## src/rtl/pulse_train_sequencer_pkg.sv

```systemverilog
// -----------------------------------------------------------------------------
// synth_seq_pkg
// Shared types for the pulse-train sequencer that sits in front of the DDS core.
//   seq_state_t : sequencer FSM states (IDLE, PULSE, GAP)
//   SIG_*       : SIGNAL_TYPE encodings understood by the DDS core
// -----------------------------------------------------------------------------
package synth_seq_pkg;

  typedef enum logic [1:0] {
    ST_IDLE  = 2'd0,
    ST_PULSE = 2'd1,
    ST_GAP   = 2'd2
  } seq_state_t;

  localparam logic [1:0] SIG_LFM   = 2'd1;
  localparam logic [1:0] SIG_PSK   = 2'd2;
  localparam logic [1:0] SIG_NOISE = 2'd3;

endpackage

```

## src/rtl/pulse_train_sequencer_us_prescaler.sv

```systemverilog
// -----------------------------------------------------------------------------
// us_prescaler
// Divides the system clock down to a one-microsecond tick.
//   i_clk     : system clock
//   i_rst_n   : asynchronous active-low reset
//   i_clear   : restart the microsecond from count 0 on the next cycle
//   o_us_tick : high for one cycle on the last clock of each microsecond
// -----------------------------------------------------------------------------
module us_prescaler #(
  parameter int CLK_PER_US = 500
) (
  input  logic i_clk,
  input  logic i_rst_n,
  input  logic i_clear,
  output logic o_us_tick
);

  localparam int CW = (CLK_PER_US > 1) ? $clog2(CLK_PER_US) : 1;
  localparam logic [CW-1:0] LAST = CW'(CLK_PER_US - 1);

  logic [CW-1:0] r_cnt;

  always_ff @(posedge i_clk or negedge i_rst_n) begin
    if (!i_rst_n) begin
      r_cnt <= '0;
    end else if (i_clear || o_us_tick) begin
      r_cnt <= '0;
    end else begin
      r_cnt <= r_cnt + CW'(1);
    end
  end

  assign o_us_tick = (r_cnt == LAST);

endmodule

```

## src/rtl/pulse_train_sequencer.sv

```systemverilog
// -----------------------------------------------------------------------------
// pulse_train_sequencer
// Turns microsecond pulse-width / period / count settings into a cycle-exact
// GATE for the DDS core, strobes PULSE_START on the first cycle of every pulse
// and holds a shadow copy of the waveform configuration for the whole burst.
//
// Inputs : CLK, RESET (async, active low), SIGN_START_GEN (rising edge starts
//          a burst), STOP (level abort), SIGNAL_TYPE, F_CARRIER, T_IMPULSE,
//          T_PERIOD, NUM_OF_IMP (0 = continuous), DEVIATION
// Outputs: GATE, PULSE_START, CFG_TYPE/CFG_FREQ/CFG_DEV, BUSY, DONE, CFG_ERR,
//          DBG_STATE (current FSM state),
//          PULSE_IDX (only when SEQ_PULSE_INDEX_EN is defined)
//
// Build option: SEQ_PULSE_INDEX_EN adds PULSE_IDX, the 0-based index of the
// current/last pulse, updated together with PULSE_START.
//
// Every output is a flop, so an asynchronous RESET clears them all at once.
// -----------------------------------------------------------------------------
module pulse_train_sequencer
  import synth_seq_pkg::*;
#(
  parameter int CLK_PER_US = 500,
  parameter int TIMP_W     = 10,
  parameter int TPER_W     = 13,
  parameter int NIMP_W     = 5,
  parameter int TYPE_W     = 2,
  parameter int FREQ_W     = 32,
  parameter int DEV_W      = 22
) (
  input  logic              CLK,
  input  logic              RESET,
  input  logic              SIGN_START_GEN,
  input  logic              STOP,
  input  logic [TYPE_W-1:0] SIGNAL_TYPE,
  input  logic [FREQ_W-1:0] F_CARRIER,
  input  logic [TIMP_W-1:0] T_IMPULSE,
  input  logic [TPER_W-1:0] T_PERIOD,
  input  logic [NIMP_W-1:0] NUM_OF_IMP,
  input  logic [DEV_W-1:0]  DEVIATION,
  output logic              GATE,
  output logic              PULSE_START,
  output logic [TYPE_W-1:0] CFG_TYPE,
  output logic [FREQ_W-1:0] CFG_FREQ,
  output logic [DEV_W-1:0]  CFG_DEV,
  output logic              BUSY,
  output logic              DONE,
  output logic              CFG_ERR,
`ifdef SEQ_PULSE_INDEX_EN
  output logic [NIMP_W-1:0] PULSE_IDX,
`endif
  output seq_state_t        DBG_STATE
);

  seq_state_t        r_state;
  seq_state_t        w_next_state;

  logic              r_start_d;
  logic [TIMP_W-1:0] r_timp;
  logic [TPER_W-1:0] r_gap_us;
  logic [NIMP_W-1:0] r_num;
  logic [NIMP_W-1:0] r_pulse_cnt;
  logic [TPER_W-1:0] r_us_cnt;
  logic [TYPE_W-1:0] r_cfg_type;
  logic [FREQ_W-1:0] r_cfg_freq;
  logic [DEV_W-1:0]  r_cfg_dev;
  logic              r_gate, r_pulse_start, r_busy, r_done, r_cfg_err;

  logic w_rise, w_cfg_bad, w_start_ok, w_us_tick, w_clear;
  logic w_pulse_end, w_gap_end, w_last;
  logic w_gate_nxt, w_ps_nxt, w_busy_nxt, w_done_nxt, w_err_nxt;

  // Edge detector register resets high so a start level held through reset
  // is not mistaken for a new request.
  assign w_rise     = SIGN_START_GEN & ~r_start_d;
  assign w_cfg_bad  = (T_IMPULSE == '0) || (T_PERIOD <= TPER_W'(T_IMPULSE));
  assign w_start_ok = (r_state == ST_IDLE) && w_rise && !STOP && !w_cfg_bad;

  // Prescaler and us counter restart on every state change so each phase is
  // timed from zero.
  assign w_clear = (w_next_state != r_state);

  us_prescaler #(.CLK_PER_US(CLK_PER_US)) u_prescaler (
    .i_clk     (CLK),
    .i_rst_n   (RESET),
    .i_clear   (w_clear),
    .o_us_tick (w_us_tick)
  );

  // r_timp >= 1 and r_gap_us >= 1 are guaranteed by start validation.
  assign w_pulse_end = w_us_tick && (r_us_cnt == TPER_W'(r_timp) - TPER_W'(1));
  assign w_gap_end   = w_us_tick && (r_us_cnt == r_gap_us - TPER_W'(1));
  assign w_last      = (r_num != '0) && (r_pulse_cnt == r_num);

  // ---- FSM: state register
  always_ff @(posedge CLK or negedge RESET) begin
    if (!RESET) r_state <= ST_IDLE;
    else        r_state <= w_next_state;
  end

  // ---- FSM: next state
  always_comb begin
    w_next_state = r_state;
    unique case (r_state)
      ST_IDLE:  if (w_start_ok) w_next_state = ST_PULSE;
      ST_PULSE: begin
        if (STOP)             w_next_state = ST_IDLE;
        else if (w_pulse_end) w_next_state = ST_GAP;
      end
      ST_GAP: begin
        if (STOP)           w_next_state = ST_IDLE;
        else if (w_gap_end) w_next_state = w_last ? ST_IDLE : ST_PULSE;
      end
      default: w_next_state = ST_IDLE;
    endcase
  end

  // ---- FSM: outputs (computed from the next state, then registered)
  always_comb begin
    w_gate_nxt = (w_next_state == ST_PULSE);
    w_busy_nxt = (w_next_state != ST_IDLE);
    w_ps_nxt   = (w_next_state == ST_PULSE) && (r_state != ST_PULSE);
    w_done_nxt = (r_state == ST_GAP) && (w_next_state == ST_IDLE) && !STOP;
    w_err_nxt  = (r_state == ST_IDLE) && w_rise && !STOP && w_cfg_bad;
  end

  always_ff @(posedge CLK or negedge RESET) begin
    if (!RESET) begin
      r_gate        <= 1'b0;
      r_pulse_start <= 1'b0;
      r_busy        <= 1'b0;
      r_done        <= 1'b0;
      r_cfg_err     <= 1'b0;
    end else begin
      r_gate        <= w_gate_nxt;
      r_pulse_start <= w_ps_nxt;
      r_busy        <= w_busy_nxt;
      r_done        <= w_done_nxt;
      r_cfg_err     <= w_err_nxt;
    end
  end

  // ---- start edge, shadow config, counters
  always_ff @(posedge CLK or negedge RESET) begin
    if (!RESET) begin
      r_start_d   <= 1'b1;
      r_timp      <= '0;
      r_gap_us    <= '0;
      r_num       <= '0;
      r_cfg_type  <= '0;
      r_cfg_freq  <= '0;
      r_cfg_dev   <= '0;
      r_pulse_cnt <= '0;
      r_us_cnt    <= '0;
    end else begin
      r_start_d <= SIGN_START_GEN;
      if (w_start_ok) begin
        r_timp     <= T_IMPULSE;
        r_gap_us   <= T_PERIOD - TPER_W'(T_IMPULSE);
        r_num      <= NUM_OF_IMP;
        r_cfg_type <= SIGNAL_TYPE;
        r_cfg_freq <= F_CARRIER;
        r_cfg_dev  <= DEVIATION;
      end
      // Counts pulses started in this burst; wraps freely in continuous mode.
      if (w_ps_nxt) begin
        r_pulse_cnt <= (r_state == ST_IDLE) ? NIMP_W'(1) : r_pulse_cnt + NIMP_W'(1);
      end
      if (w_clear)        r_us_cnt <= '0;
      else if (w_us_tick) r_us_cnt <= r_us_cnt + TPER_W'(1);
    end
  end

`ifdef SEQ_PULSE_INDEX_EN
  logic [NIMP_W-1:0] r_pulse_idx;

  // Index of the pulse now starting equals the count of pulses before it.
  always_ff @(posedge CLK or negedge RESET) begin
    if (!RESET) begin
      r_pulse_idx <= '0;
    end else if (w_ps_nxt) begin
      r_pulse_idx <= (r_state == ST_IDLE) ? '0 : r_pulse_cnt;
    end
  end

  assign PULSE_IDX = r_pulse_idx;
`endif

  assign GATE        = r_gate;
  assign PULSE_START = r_pulse_start;
  assign BUSY        = r_busy;
  assign DONE        = r_done;
  assign CFG_ERR     = r_cfg_err;
  assign CFG_TYPE    = r_cfg_type;
  assign CFG_FREQ    = r_cfg_freq;
  assign CFG_DEV     = r_cfg_dev;
  assign DBG_STATE   = r_state;

endmodule

```

## config.mk

```make
export PLATFORM = sky130hd
export DESIGN_NAME = pulse_train_sequencer
export DESIGN_NICKNAME = d
export VERILOG_FILES = /design/src/rtl/pulse_train_sequencer_pkg.sv /design/src/rtl/pulse_train_sequencer_us_prescaler.sv /design/src/rtl/pulse_train_sequencer.sv
export SDC_FILE = /design/constraint.sdc
export NUM_CORES = 1
export LEC_CHECK = 0
export ABC_AREA = 1
export CORE_ASPECT_RATIO = 1.75
export CORE_MARGIN = 2
export CORE_UTILIZATION = 50
export CTS_CLUSTER_DIAMETER = 40
export CTS_CLUSTER_SIZE = 30
export DETAILED_ROUTE_END_ITERATION = 16
export MAX_ROUTING_LAYER = met4
export PLACE_DENSITY = 0.78
export RECOVER_POWER = 50
export SLEW_MARGIN = 20
export SYNTH_ARGS = -nofsm -noshare
export SYNTH_HDL_FRONTEND = slang
export SYNTH_SLANG_ARGS = --single-unit
```

## constraint.sdc

```tcl
create_clock -name CLK -period 4.91 [get_ports CLK]
set_input_delay 0.491 -clock CLK [delete_from_list [all_inputs] [get_ports CLK]]
set_output_delay 0.491 -clock CLK [all_outputs]
set_load 0.01 [all_outputs]
```

==> run_results.csv, run 1 <==
group,metric,value,unit
power_and_ir_drop,comb_power_share,27.5,%
worst_setup_path,critPathTopFamily,"buffers and inverters",
outcome,violations,"max-capacitance violations, max-slew violations",
clocking,cts_buffers,17,
global_routing,grt_pass1_wl,26.5,mm
worst_setup_path,worstSetupPathType,"input port to asynchronous set/reset pin",
worst_hold_path,hp-start,"CFG_FREQ[20]",
worst_setup_path,arrival,3.85,ns
power_and_ir_drop,worst_ir_drop_vdd,0.000269,V
route,drc,0,
placed_design,routabilityCongestion,0.904,
sta,finalSetupViolCount,0,
route,ant_nets,0,
sta,fmax,298,MHz
worst_setup_path,crit_path_end_kind,"asynchronous set/reset pin",
placed_design,port_buffers,150,
power_and_ir_drop,p_switching,1.15,mW
global_routing,grtUsageTotal,25.9,%
yosys,synth-edff-count,0,
outcome,outcome,"finished, violations left",
clocking,root_buffer,"clkbuf_16",
route,drt_iter0_drc,229,
route,avgViaCountPerCell,4.88,
floorplanning,fp.coreArea,12400,µm²
floorplanning,start_util,51.1,%
yosys,syn_area_per_cell,7.69,µm²
worst_hold_path,hold_path_class,"flop to flop",
route,dr.pass1.iters,4,
floorplanning,ioPinCount,151,
worst_setup_path,slowest_delay,2.45,ns
sta,relSlewSlack,-136,%
clocking,clkTransAtPathRegs,0.06,ns
sta,tightest_slew,3.53,ns
global_routing,antenna_found_initial,0,
yosys,synth_area,6360,µm²
sta,rsz0062_at_grt,"false",
sta,final.period_utilization,68.3,%
sta,timing.final.crit_period,3.35,ns
worst_setup_path,crit_path_top_delay_cell,"clkbuf_1",
power_and_ir_drop,p_leak,4.27,nW
floorplanning,dieArea,13700,µm²
finish,layout-drive-gt1-share,7.15,%
clocking,cts_setup_buffers,0,
yosys,syn_inst,827,
floorplanning,die_h,153,µm
finish,layout.nets,1084,
worst_hold_path,worstHoldEndpoint,"CFG_FREQ[20]",
yosys,yosysMostFrequentCell,"nand2_1",
sta,final_hold_viol_count,0,
yosys,synth_top_area_share,46.5,%
job,cap_violations,1,
power_and_ir_drop,p_total,3.47,mW
sta,drv_slew,70,
worst_setup_path,startpoint_type,"input port",
placed_design,detailed_place_hpwl,12.0,mm
power_and_ir_drop,clkPwrFrac,35.3,%
worst_setup_path,crit_buf_inv,2,
yosys,synth_common_cells,"nand2_1, dfrtp_1, inv_1",
power_and_ir_drop,intPower,2.32,mW
power_and_ir_drop,power_density,405,nW/µm²
yosys,async_flop_share,100,%
finish,n_fill_cell,1061,
route,num_vias,5669,
sta,finalSetupTns,0,ns
yosys,yosys-top-cells-area,"dfrtp_1, nand2_1, inv_1, xor2_1, o21ai_0",
clocking,ctsHoldBuffers,0,
clocking,cts_resized,0,
yosys,synth_seq_area_share,46.9,%
yosys,synth_nets,931,
floorplanning,rows,54,
worst_setup_path,cp_max_fo,69,
clocking,clock_sinks,119,
worst_setup_path,crit_chain,"clkbuf_1, buf_4",
yosys,yosysUniqueCellTypes,35,
yosys,synth-main-ff-cell,"dfrtp_1",
global_routing,grt_pass1_vias,5729,
global_routing,gr-total-overflow,0,
yosys,yosysWarnings,0,
clocking,cts_htree_levels,4,
global_routing,grt_max_degree,102,
worst_setup_path,rr_worst_depth,9,
sta,skew,0.00902,ns
worst_setup_path,rrSetupSlack,2.05,ns
clocking,insertion_delay,0.42,ns
route,drt_wl_total,16.0,mm
route,wire_per_inst,13.8,µm
worst_setup_path,crit_required,5.40,ns
yosys,yosys.area.top_type,"dfrtp_1",
clocking,cts_tree,"done",
finish,final_util,69.0,%
power_and_ir_drop,pwr-share-seq,37.2,%
clocking,clockBufferDepth,2,
floorplanning,fp.dieW,89.2,µm
power_and_ir_drop,switching_share,33.1,%
yosys,ys_ff_latch,119,
worst_hold_path,whs_path_depth,2,
finish,diodes,0,
worst_setup_path,r2r-start,"DBG_STATE[0]",
finish,syn2layout_area_growth,34.9,%
worst_setup_path,timing.rr.end,"r_us_cnt[12]",
[final cells by class]
class | count | area, µm² | share of cell area, %
Clock inverter | 15 | 160 | 1.87
Timing Repair Buffer | 153 | 1520 | 17.7
Multi-Input combinational cell | 603 | 2960 | 34.5
Tap cell | 168 | 210 | 2.45
Clock buffer | 17 | 425 | 4.96
Sequential cell | 119 | 2980 | 34.8
Inverter | 86 | 323 | 3.77
[kinds of logic after synthesis]
group / count (synthesis) / share of synthesized area (%)
DFF: 119 / 46.9
xor gates and xnor gates: 42 / 5.79
adders and majority gates: 16 / 3.27
AOI/OAI and AO/OA: 68 / 5.43
and+or+nand+nor: 477 / 32.0
buffers and inverters: 105 / 6.61
[state kept, by name, indices dropped and copies added, names as in the netlist]
name / flops
PULSE_START: 1
r_timp: 10
r_start_d: 1
r_gap_us: 13
DBG_STATE: 2
r_pulse_cnt: 5
CFG_DEV: 22
CFG_ERR: 1
r_us_cnt: 13
CFG_FREQ: 32
r_num: 5
BUSY: 1
DONE: 1
u_prescaler.r_cnt: 9
GATE: 1
CFG_TYPE: 2
[per-stage QoR]
| stage | hold WS, ns | instance area [µm²] | worst slack, ns | instances |
|---|---|---|---|---|
| after global placement | 0.453 | 7990 | 1.23 | 1129 |
| final | 0.474 | 8570 | 1.56 | 1161 |
| after CTS | 0.202 | 8580 | 1.63 | 1161 |
| after floorplan | 0.195 | 6360 | 2.66 | 827 |
| after global routing | 0.487 | 8570 | 0.768 | 1161 |
| after detailed placement | 0.464 | 7990 | 1.20 | 1129 |
[per-layer routing]
metal	up-vias	track usage (%)	part of all wire [%]
met1	2608	27.5	38
met5	-	-	0
met4	0	12.4	3.9
met2	132	44.3	54
met3	40	5.45	3.4
li1	2889	-	-
[power by group through the flow]
stage               Sequential, mW  Combinational (mW)  Clock (mW)
detailed placement            1.30               0.978           0
global placement              1.30               0.962           0
CTS                           1.29               0.986        1.24
global route                  1.32                1.08        1.29
finish                        1.29               0.956        1.23
floorplan                     1.33               0.506           0
[worst max-delay path by stage]
stage / slack (ns) / start / depth (start not counted) / to
finish: 1.56 / RESET / 2 / DBG_STATE[0]
global route: 0.77 / RESET / 2 / r_pulse_cnt[3]
CTS: 1.63 / T_IMPULSE[2] / 13 / r_us_cnt[11]
detailed placement: 1.20 / T_IMPULSE[2] / 13 / r_us_cnt[11]
global placement: 1.23 / T_IMPULSE[2] / 13 / r_us_cnt[1]
floorplan: 2.66 / T_IMPULSE[9] / 12 / CFG_FREQ[20]
[cells in the final DEF (no fill, tap or decap), types with 4 or more instances in the layout]
master	netlist	routed
nand2_2	4	4
inv_2	5	5
a21oi_1	13	13
o21ai_0	47	47
nand4_1	7	7
nor2_1	60	60
xnor2_1	12	12
dfrtp_1	118	118
nor3_1	9	9
nand3_1	43	43
dlygate4sd3_1	0	31
xor2_1	30	30
ha_1	15	15
o21ai_1	6	6
nor2_2	14	14
inv_8	0	4
clkdlybuf4s50_1	0	118
clkbuf_16	0	17
nand2_1	320	320
inv_6	0	5
inv_1	81	81
Power figures use the tool's default switching activity.
==> run 2: changes to the inputs <==
==> constraint.sdc (replaced) <==
create_clock -name CLK -period 3.5 [get_ports CLK]
set_input_delay 0.35 -clock CLK [delete_from_list [all_inputs] [get_ports CLK]]
set_output_delay 0.35 -clock CLK [all_outputs]
set_load 0.01 [all_outputs]
==> run_results.csv, run 2 (synthesized netlist as in run 1, its figures left out) <==
group,metric,value,unit
finish,fin_cells,1166,
route,drt_iter0_drc,286,
placed_design,routabilityCongestion,0.898,
sta,final.period_utilization,75.9,%
global_routing,antenna_found_initial,0,
sta,whs,0.305,ns
route,dr.pass1.iters,5,
worst_hold_path,hold_path_class,"input port to asynchronous set/reset pin",
finish,fin_area,8640,µm²
finish,n_fill_cell,999,
clocking,clockBufferDepth,2,
finish,layout_common_cells,"nand2_1, dfrtp_1, clkdlybuf4s50_1",
worst_setup_path,rrSetupSlack,1.02,ns
floorplanning,ioPinCount,151,
worst_setup_path,crit_path_end_kind,"flop",
power_and_ir_drop,p_leak,4.31,nW
placed_design,dp_worst_setup_slack,0.403,ns
clocking,cts_buffers,17,
sta,skew,0.00717,ns
finish,layout.nets,1089,
route,ant_nets,0,
job,cap_violations,1,
clocking,insertion_delay,0.41,ns
placed_design,placed_cells,1134,
worst_setup_path,cp_max_fo,13,
finish,largest_reg_flops,32,
floorplanning,fp.dieW,89.2,µm
floorplanning,dieArea,13700,µm²
sta,setup_slack,0.845,ns
sta,tightest_slew,1.55,ns
finish,diodes,0,
global_routing,grt_pass1_wl,27.4,mm
power_and_ir_drop,p_total,4.91,mW
route,num_vias,5745,
floorplanning,die_h,153,µm
placed_design,dpl_cell_area,8070,µm²
finish,layout-drive-gt1-share,7.72,%
global_routing,grt_pass1_vias,5856,
worst_setup_path,startpoint_type,"input port",
clocking,cts_htree_levels,4,
finish,syn2layout_area_growth,36.0,%
global_routing,grt_max_degree,64,
power_and_ir_drop,power_density,568,nW/µm²
route,wire_per_inst,13.7,µm
clocking,cts_tree,"done",
power_and_ir_drop,worst_ir_drop_vdd,0.000357,V
route,avgViaCountPerCell,4.93,
clocking,clock_sinks,119,
sta,fmax,377,MHz
floorplanning,fp.coreArea,12400,µm²
route,drc,0,
global_routing,grtUsageTotal,26.6,%
placed_design,detailed_place_hpwl,12.3,mm
route,drt_wl_total,16.0,mm
clocking,cts_setup_buffers,0,
sta,finalSetupTns,0,ns
worst_setup_path,arrival,2.94,ns
sta,rsz0062_at_grt,"false",
placed_design,port_buffers,150,
sta,drv_slew,64,
sta,finalSetupViolCount,0,
finish,final_common_cell,"nand2_1",
outcome,violations,"max-capacitance violations, max-slew violations",
sta,timing.final.crit_period,2.65,ns
sta,relSlewSlack,-3.29,%
finish,final_util,69.5,%
clocking,clkTransAtPathRegs,0.06,ns
sta,final_hold_viol_count,0,
clocking,ctsHoldBuffers,0,
floorplanning,start_util,51.1,%
clocking,cts_resized,0,
clocking,root_buffer,"clkbuf_16",
floorplanning,rows,54,
worst_setup_path,crit_required,3.78,ns
global_routing,gr-total-overflow,0,
outcome,outcome,"finished, violations left",
worst_setup_path,worstSetupPathType,"input port to flop",
run 2: cell count changes in the layout (fill, tap and decap cells not counted):
| cell | delta |
|---|---|
| clkinvlp_4 | -1 |
| clkinv_2 | +1 |
| inv_8 | -4 |
| clkinv_4 | +3 |
| bufinv_16 | +1 |
| buf_4 | +2 |
| clkbuf_2 | +2 |
| clkbuf_1 | -1 |
| buf_12 | +2 |
run 2: per-layer routing:
| metal | global-route usage, % | up-vias | wire, µm |
|---|---|---|---|
| met2 | 46.7 | 149 | 9030 |
| met3 | 4.75 | 41 | 551 |
| met1 | 29.0 | 2660 | 5850 |
| li1 | - | 2895 | - |
| met4 | 10.2 | 0 | 550 |
| met5 | - | - | 0 |
run 2: path summary, 6_finish.rpt:
check	cells past startpoint	end	startpoint
worst max-delay path	12	r_us_cnt[0]	T_IMPULSE[2]
worst min-delay path	1	CFG_DEV[16]	RESET
worst max register to register	9	r_us_cnt[0]	DBG_STATE[0]
worst min register to register	1	u_prescaler.r_cnt[0]	u_prescaler.r_cnt[0]
max in group asynchronous	2	BUSY	RESET
min in group CLK	3	CFG_FREQ[13]	F_CARRIER[13]
run 2: where the power goes:
part	internal [mW]	switching, mW
registers	1.63	0.181
clock network	1.06	0.685
logic	0.629	0.719
run 2: worst max-delay path, cell delays in order:
cell and delay [ns]:
clkdlybuf4s50_1 0.48, inv_1 0.06, ha_1 0.34, nand2_1 0.06
o21ai_1 0.19, a21boi_1 0.17, o21ai_1 0.18, nand4_1 0.39
nand4_1 0.26, nand2_2 0.08, nand2_2 0.29, nor2_1 0.08
run 2: cell type report:
cell class | instances | area, µm² | area share, %
flip-flops and latches | 119 | 2980 | 34.5
multi-input cells | 603 | 2960 | 34.2
repair buffers | 158 | 1580 | 18.3
clock buffers | 17 | 425 | 4.92
inverters | 86 | 323 | 3.74
well taps | 168 | 210 | 2.43
clock inverters | 15 | 169 | 1.95
